**src/rtl/oclk_sequencer.sv**
```systemverilog
// rtl/oclk_sequencer.sv - burst output-clock generator driving a 2-bit DDR pin pattern
// Defining OCLK_SEQUENCER_ABORT_EN adds i_abort to cut a burst short at the next output-clock boundary.
module oclk_sequencer #(
  parameter int   LGDIV   = 8,
  parameter int   LGCOUNT = 8,
  parameter logic CPOL    = 1'b0
) (
  input  logic               i_clk,
  input  logic               i_reset_n,
  input  logic               i_stb,
  input  logic [LGDIV-1:0]   i_div,
  input  logic [LGCOUNT-1:0] i_count,
`ifdef OCLK_SEQUENCER_ABORT_EN
  input  logic               i_abort,
`endif
  output logic               o_busy,
  output logic               o_done,
  output logic               o_edge,
  output logic [1:0]         o_ddr
);

  typedef enum logic {IDLE, RUN} state_t;

  localparam logic [1:0] PAT_IDLE   = {CPOL, CPOL};
  localparam logic [1:0] PAT_ACTIVE = {~CPOL, ~CPOL};
  localparam logic [1:0] PAT_DDR    = {~CPOL, CPOL};

  state_t               state_q, state_d;
  logic [LGDIV-1:0]     div_q, div_d;
  logic [LGDIV-1:0]     tick_q, tick_d;
  logic [LGCOUNT-1:0]   left_q, left_d;
  logic                 phase_q, phase_d;
  logic                 abort_q, abort_d;
  logic [1:0]           ddr_d;
  logic                 busy_d, done_d, edge_d;

  logic                 abort_in;
  logic                 abort_pend;
  logic                 div_zero;
  logic                 half_end;
  logic                 clk_end;
  logic                 last_clk;

`ifdef OCLK_SEQUENCER_ABORT_EN
  assign abort_in = i_abort;
`else
  assign abort_in = 1'b0;
`endif

  // tick_q counts i_clk cycles within the current half-period; phase_q=1 is the idle-level half.
  // left_q holds the output clocks still to finish, including the one on the pin now.
  assign abort_pend = abort_q || abort_in;
  assign div_zero   = (div_q == '0);
  assign half_end   = (tick_q == div_q - LGDIV'(1));
  assign clk_end    = div_zero || (phase_q && half_end);
  assign last_clk   = (left_q == LGCOUNT'(1)) || abort_pend;

  always_ff @(posedge i_clk) begin
    if (!i_reset_n) begin
      state_q <= IDLE;
      div_q   <= '0;
      tick_q  <= '0;
      left_q  <= '0;
      phase_q <= 1'b0;
      abort_q <= 1'b0;
      o_ddr   <= PAT_IDLE;
      o_busy  <= 1'b0;
      o_done  <= 1'b0;
      o_edge  <= 1'b0;
    end else begin
      state_q <= state_d;
      div_q   <= div_d;
      tick_q  <= tick_d;
      left_q  <= left_d;
      phase_q <= phase_d;
      abort_q <= abort_d;
      o_ddr   <= ddr_d;
      o_busy  <= busy_d;
      o_done  <= done_d;
      o_edge  <= edge_d;
    end
  end

  // Every output is a registered copy of what this block decides for the next cycle.
  always_comb begin
    state_d = state_q;
    div_d   = div_q;
    tick_d  = tick_q;
    left_d  = left_q;
    phase_d = phase_q;
    abort_d = abort_q;
    ddr_d   = PAT_IDLE;
    busy_d  = 1'b0;
    done_d  = 1'b0;
    edge_d  = 1'b0;

    case (state_q)
      IDLE: begin
        if (i_stb) begin
          div_d   = i_div;
          left_d  = i_count;
          tick_d  = '0;
          phase_d = 1'b0;
          abort_d = 1'b0;
          if (i_count == '0) begin
            done_d = 1'b1;
          end else begin
            state_d = RUN;
            busy_d  = 1'b1;
            edge_d  = 1'b1;
            ddr_d   = (i_div == '0) ? PAT_DDR : PAT_ACTIVE;
          end
        end
      end

      RUN: begin
        busy_d  = 1'b1;
        abort_d = abort_pend;
        if (clk_end && last_clk) begin
          state_d = IDLE;
          busy_d  = 1'b0;
          done_d  = 1'b1;
          left_d  = '0;
          tick_d  = '0;
          phase_d = 1'b0;
          abort_d = 1'b0;
        end else if (clk_end) begin
          left_d  = left_q - LGCOUNT'(1);
          tick_d  = '0;
          phase_d = 1'b0;
          edge_d  = 1'b1;
          ddr_d   = div_zero ? PAT_DDR : PAT_ACTIVE;
        end else if (half_end) begin
          tick_d  = '0;
          phase_d = 1'b1;
          ddr_d   = PAT_IDLE;
        end else begin
          tick_d  = tick_q + LGDIV'(1);
          ddr_d   = phase_q ? PAT_IDLE : PAT_ACTIVE;
        end
      end

      default: state_d = IDLE;
    endcase
  end

endmodule

```
**config.mk**
```make
export PLATFORM = sky130hd
export DESIGN_NAME = oclk_sequencer
export DESIGN_NICKNAME = d
export VERILOG_FILES = /design/src/rtl/oclk_sequencer.sv
export SDC_FILE = /design/constraint.sdc
export NUM_CORES = 1
export LEC_CHECK = 0
export ABC_AREA = 1
export CORE_ASPECT_RATIO = 1.2
export CORE_UTILIZATION = 55
export CTS_CLUSTER_SIZE = 24
export DETAILED_ROUTE_END_ITERATION = 16
export PLACE_DENSITY = 0.87
export SYNTH_ARGS = -nofsm -noshare
export SYNTH_HDL_FRONTEND = slang
export SYNTH_SLANG_ARGS = --single-unit
```
**constraint.sdc**
```tcl
create_clock -name i_clk -period 2.3 [get_ports i_clk]
set_input_delay 0.46 -clock i_clk [delete_from_list [all_inputs] [get_ports i_clk]]
set_output_delay 0.46 -clock i_clk [all_outputs]
set_load 0.02 [all_outputs]
```
==> metrics.md <==
| Metric | Value |
|---|---|
| Layout cells sized above 1 | 0.110 |
| Synth-to-layout area growth | 18.5% |
| GR peak layer | met2 |
| Setup_tns | 0 ns |
| Combinational fraction of design power | 0.378 |
| Row count | 22 |
| Max stage delay on crit path | 0.38 ns |
| M3 GR Usage | 0.0644 |
| Slew margin rel. | 0.674 |
| Hold Vio Cnt, Final | 0 |
| Synthesized instance count | 276 |
| Core area | 0.00314 mm2 |
| Initial antenna violation count | 0 |
| CTS Buffer Depth | 2 |
| Net Sw Frac | 0.372 |
| Hold Slack | 0.517 ns |
| Post-synthesis sequential area ratio | 0.322 |
| Async SR Flop Fraction | 0 |
| Ant. Diodes | 0 |
| Initial core utilization | 0.594 |
| Worst-path fanout max | 11 |
| Ys flop type | dfxtp_1 |
| GR Overflow Total | 0 |
| Mapped Nets | 300 |
| Die W | 55.2 um |
| Met2 Use GR | 0.464 |
| Final WS setup | 0.248 ns |
| Minimum clock period | 2.05 ns |
| IO buf count | 23 |
| Clock Skews | 0.00404 ns |
| Max frequency | 487 MHz |
| # IOs | 24 |
| Status | finished clean |
| First-pass GRT wire length | 7100 um |
| Final net count | 331 |
| Largest net degree at the start of global routing | 18 |
| Net switching power | 0.000571 W |
| Synthesis-stage register bit count | 30 |
| YS warnings | 0 |
| Clock buffer count from CTS | 5 |
| Number of synthesized flops with an enable pin | 0 |
| Total track usage | 0.272 |
| Hold WC Path Type | reg -> reg |
| Die Ht | 65.8 um |
| Crit path DAT | 2.28 ns |
| Yosys cell types | 31 |
| Maximum vdd ir drop | 0.503 mV |
| Max-slew violation count | 0 |
| Setup-failing EPs final | 0 |
| Antenna viol nets, final | 0 |
| Top cell by count, worst path | nor2_1 |
| Synth Cell Area | 0.00187 mm2 |
| Syn Area/Cell | 6.76 um2 |
| Sink Count | 30 |
| Die Area | 0.00363 mm2 |
| Internal | 0.000962 W |
| Drt wl/cell | 12.0 um |
| Worst Max-Slew Pin Slew | 0.488 ns |
| Worst slack, placed | 0.277 ns |
| Vias in the first global route | 1676 |
| Fin cells | 344 |
| Clk root buf | clkbuf_4 |
| RSZ-0062 raised after global routing | false |
| Final GP Congestion | 0.814 |
| Leakage | 0.990 nW |
| GRT met1 Usage | 0.298 |
| Slowest stage cell, crit path | dfxtp_1 |
| Final Cycle Share | 0.892 |
| Post_cts resized | 0 |
| Max-Cap Viols | 0 |
| Clk pin slew, worst setup/hold paths | 0.10 ns |
| Detailed Place HPWL | 3200 um |
| CTS tree | yes |
| DR vias | 1827 |
| CTS H-tree lvls | 2 |
| Drt first pass iters | 4 |
| Clock latency at the later pin of the worst-skew pair | 0.33 ns |
| Critical setup path kind | reg -> reg |
| Worst-path cell chain | inv_2 > ha_1 > xor2_1 > nand3_1 > nor2_1 > nand2_1 > nor2_2 > nand3_4 > nand3_4 > buf_12 > a21oi_1 > nor2_1 > nor2_1 |
| CP Capture Type | register |
| # DRC | 0 |
| Pwr dens | 693 mW/mm2 |
| Final WL | 4140 um |
| Vias/cell | 5.31 |
| Area of the multi-input gates | 0.00109 mm2 |
| Filler Cells Inserted | 296 |
| Starting DRT DRC Count | 48 |
| Final core utilization | 0.705 |
| Startpoint Class | register |
| Seq pwr share | 0.406 |
| Clock share of power | 0.216 |
| Placed cell count | 333 |
| Req. time, crit path | 2.53 ns |
| Sequential cell area | 601 um2 |
power groups by stage:
| stage | logic, W | registers [W] | clock network [W] |
|---|---|---|---|
| 6_report | 0.000579 | 0.000622 | 0.000331 |
| 4_1_cts | 0.000552 | 0.000622 | 0.000341 |
| 3_3_place_gp | 0.000539 | 0.000631 | 0 |
| 3_5_place_dp | 0.000548 | 0.000634 | 0 |
| 5_1_grt | 0.000653 | 0.000628 | 0.000365 |
| 2_1_floorplan | 0.000413 | 0.000635 | 0 |
path summary, 6_finish.rpt:
kind         startpoint         to  slack, ns  cells after the start
min           left_q[1]  left_q[1]       0.52                      2
max reg2reg    div_q[0]  left_q[7]       0.25                     13
min reg2reg   left_q[1]  left_q[1]       0.52                      2
max            div_q[0]  left_q[7]       0.25                     13
through the flow:
stage | power, W | cell area (um2)
global route | 0.00165 | 2210
finish | 0.00153 | 2210
global placement | 0.00117 | 2120
floorplan | 0.00105 | 1870
detailed placement | 0.00118 | 2120
CTS | 0.00152 | 2180
registers in the layout, summed over array words and instances (netlist names):
register / count
o_done: 1
state_q: 1
left_q: 8
o_ddr: 2
phase_q: 1
div_q: 8
tick_q: 8
o_edge: 1
cell usage in the layout, fill, tap and decap left out, types with 6 or more instances in the layout:
cell type,count
a21oi_1,18
inv_1,25
clkdlybuf4s50_1,23
nand3_1,24
nand2_1,62
nor2_1,38
dfxtp_1,30
o21ai_0,10
xor2_1,14
buf_4,6
cells in the mapped netlist (5+ instances only):
master / number / area [um2]
a21oi_1: 18 / 90.1
inv_2: 5 / 18.8
nor2_1: 38 / 143
o21ai_0: 10 / 50.1
nand4_1: 5 / 31.3
inv_1: 25 / 93.8
nand3_1: 24 / 120
nor2_2: 5 / 31.3
dfxtp_1: 30 / 601
ha_1: 5 / 62.6
nand2_1: 62 / 233
xor2_1: 14 / 123
worst max-delay path: cells and delay by family (launching register included):
family	cells	cell delay, ns
adder cells (fa/ha/maj)	1	0.31
XOR/XNOR	1	0.13
AND/OR/NAND/NOR	8	0.86
AO/OA/AOI/OAI	1	0.05
flip-flops	1	0.38
buffers and inverters	2	0.23
per-layer routing:
metal  vias to the layer above  wire, um
met3                         9       117
met1                       826      1760
met4                         0        91
li1                        950         -
met5                         -         0
met2                        42      2180
cell type report:
cell class	instances	area share
multi-input cells	208	0.493
flip-flops and latches	30	0.272
repair buffers	30	0.134
inverters	32	0.0543
clock buffers	7	0.0249
well taps	36	0.0204
clock inverters	1	0.00226
cells by family (layout without fill, tap and decap cells):
group                      Yosys count  after routing  synth area share
adders and majority gates            5              5            0.0335
and+or+nand+nor                    151            151             0.372
buffers and inverters               38             70            0.0939
xor gates and xnor gates            17             17            0.0798
AOI/OAI and AO/OA                   35             35            0.0993
DFF                                 30             30             0.322
repair_timing:
action	in CTS	in global routing
hold buffers	0	0
setup buffers	0	3
setup endpoints to repair	0	3
Note: power is estimated with default switching activity, not from simulation.
==> RTL change (same settings) <==
Change the parameter `LGDIV` from 8 to 9.
--- a/src/rtl/oclk_sequencer.sv
+++ b/src/rtl/oclk_sequencer.sv
@@ -1,7 +1,7 @@
 // rtl/oclk_sequencer.sv - burst output-clock generator driving a 2-bit DDR pin pattern
 // Defining OCLK_SEQUENCER_ABORT_EN adds i_abort to cut a burst short at the next output-clock boundary.
 module oclk_sequencer #(
-  parameter int   LGDIV   = 8,
+  parameter int   LGDIV   = 9,
   parameter int   LGCOUNT = 8,
   parameter logic CPOL    = 1'b0
 ) (
Interface: changed (resized i_div); port bits go from 24 to 25. The function was not compared with the original's and may differ.
==> RTL change against the original RTL <==
Design area increased by 5.3%. Total power increased by 8.5%. Critical path type unchanged. Area after synthesis increased by 6.0%. Wire length increased by 12%. Setup slack got worse by 18 ps. Largest cell class unchanged. Sequential cell count increased by 2. Fmax decreased by 0.86%. Die area increased by 5.8%. Via count increased by 7.9%.
==> RTL change: results (changes against the original RTL) <==
stage	metric	value	unit	change
place	port bufs	24		+4.3%
grt	total track usage	27.73	%	+0.53 points
grt	pin count of the biggest net entering global routing	20		+2
pwr	peak supply drop	0.0004682	V	-6.9%
route	wire per inst	12.43	um	+3.2%
worst_setup_path	Reg2Reg Capture Point	left_q[6]		
yosys	Distinct cells, synth	30		-3.2%
grt	vias in the first global route	1916		+14%
pwr	Pleak	1.068	nW	+7.9%
worst_setup_path	Crit Path Max Fanout	19		+8
cts	worst skew pair latency	290	ps	-40 ps
layout	layout cells sized above 1	7.418	%	-3.6 points
timing	clock skew	7.606	ps	+3.571 ps
layout	Post-layout nets	361		+9.1%
worst_setup_path	Critical Path Start	div_q[1]		
place	HPWL after DPL	3604	um	+13%
place	GP Congestion	0.9007		+11%
timing	Slew @ Worst Pin	398.4	ps	-89.76 ps
route	Iteration-0 DRC Markers	68		+42%
outcome	status	finished clean		
layout	Fillers	309		+4.4%
grt	first-pass GRT wire length	8079	um	+14%
layout	biggest regs	div_q x9, tick_q x9, left_q x8		
yosys	Commonest cells post-synth	nand2_1, nor2_1, inv_1		
route	via count	1971		+7.9%
yosys	Post-Synth Adder-Cell Area	2.532	%	-0.82 points
-- RTL change: changes by cell type after synthesis, moves of 3 or more --
cell and delta:
nand2_1 +21, o21ai_1 -3, nor3_1 +3, inv_2 -5, nand3_1 -3, a21oi_1 +6
inv_1 +14
-- RTL change: critical path, cell delays in order (launching register included) --
cell	delay, ps
dfxtp_1	320
inv_1	80
ha_1	230
nand2_2	90
nor2_2	170
nand3_1	100
nand2_1	90
nand2_1	80
nor2_4	100
nand4_2	140
nand2_4	220
nand2_4	130
nand2_1	80
nand2_1	50
nor2_1	120
-- RTL change: where the power goes --
| group | total, mW | leakage [nW] | internal, mW | switching [mW] |
|---|---|---|---|---|
| Combinational | 0.583 | 0.763 | 0.229 | 0.353 |
| Clock | 0.412 | 0.0410 | 0.205 | 0.206 |
| Sequential | 0.668 | 0.263 | 0.614 | 0.0536 |
-- RTL change: cell type report --
type,count,area [um^2],area share [%]
clock buffers,6,72.57,3.117
clock inverters,1,5.005,0.2149
inverters,41,153.9,6.609
multi-input cells,228,1132,48.63
flip-flops and latches,32,640.6,27.51
well taps,37,46.29,1.988
repair buffers,29,277.8,11.93
-- RTL change: per-layer routing --
layer  global-route usage (%)  vias to the layer above  wire, um  share of wire [%]
met2                    51.64                       41      2368                 51
met1                    28.49                      878      1959                 42
met5                        0                        -         0                  0
met3                    5.747                       19       154                3.3
met4                    17.68                        0       166                3.6
li1                         -                     1033         -                  -
-- RTL change: worst min path at each step --
stage                   start         to  slack [ps]  cells after the start
floorplan            div_q[1]   div_q[1]         460                      2
global placement    left_q[1]  left_q[1]         470                      2
detailed placement  left_q[1]  left_q[1]         480                      2
CTS                 left_q[1]  left_q[1]         490                      2
global route        left_q[1]  left_q[1]         510                      2
finish              left_q[1]  left_q[1]         490                      2
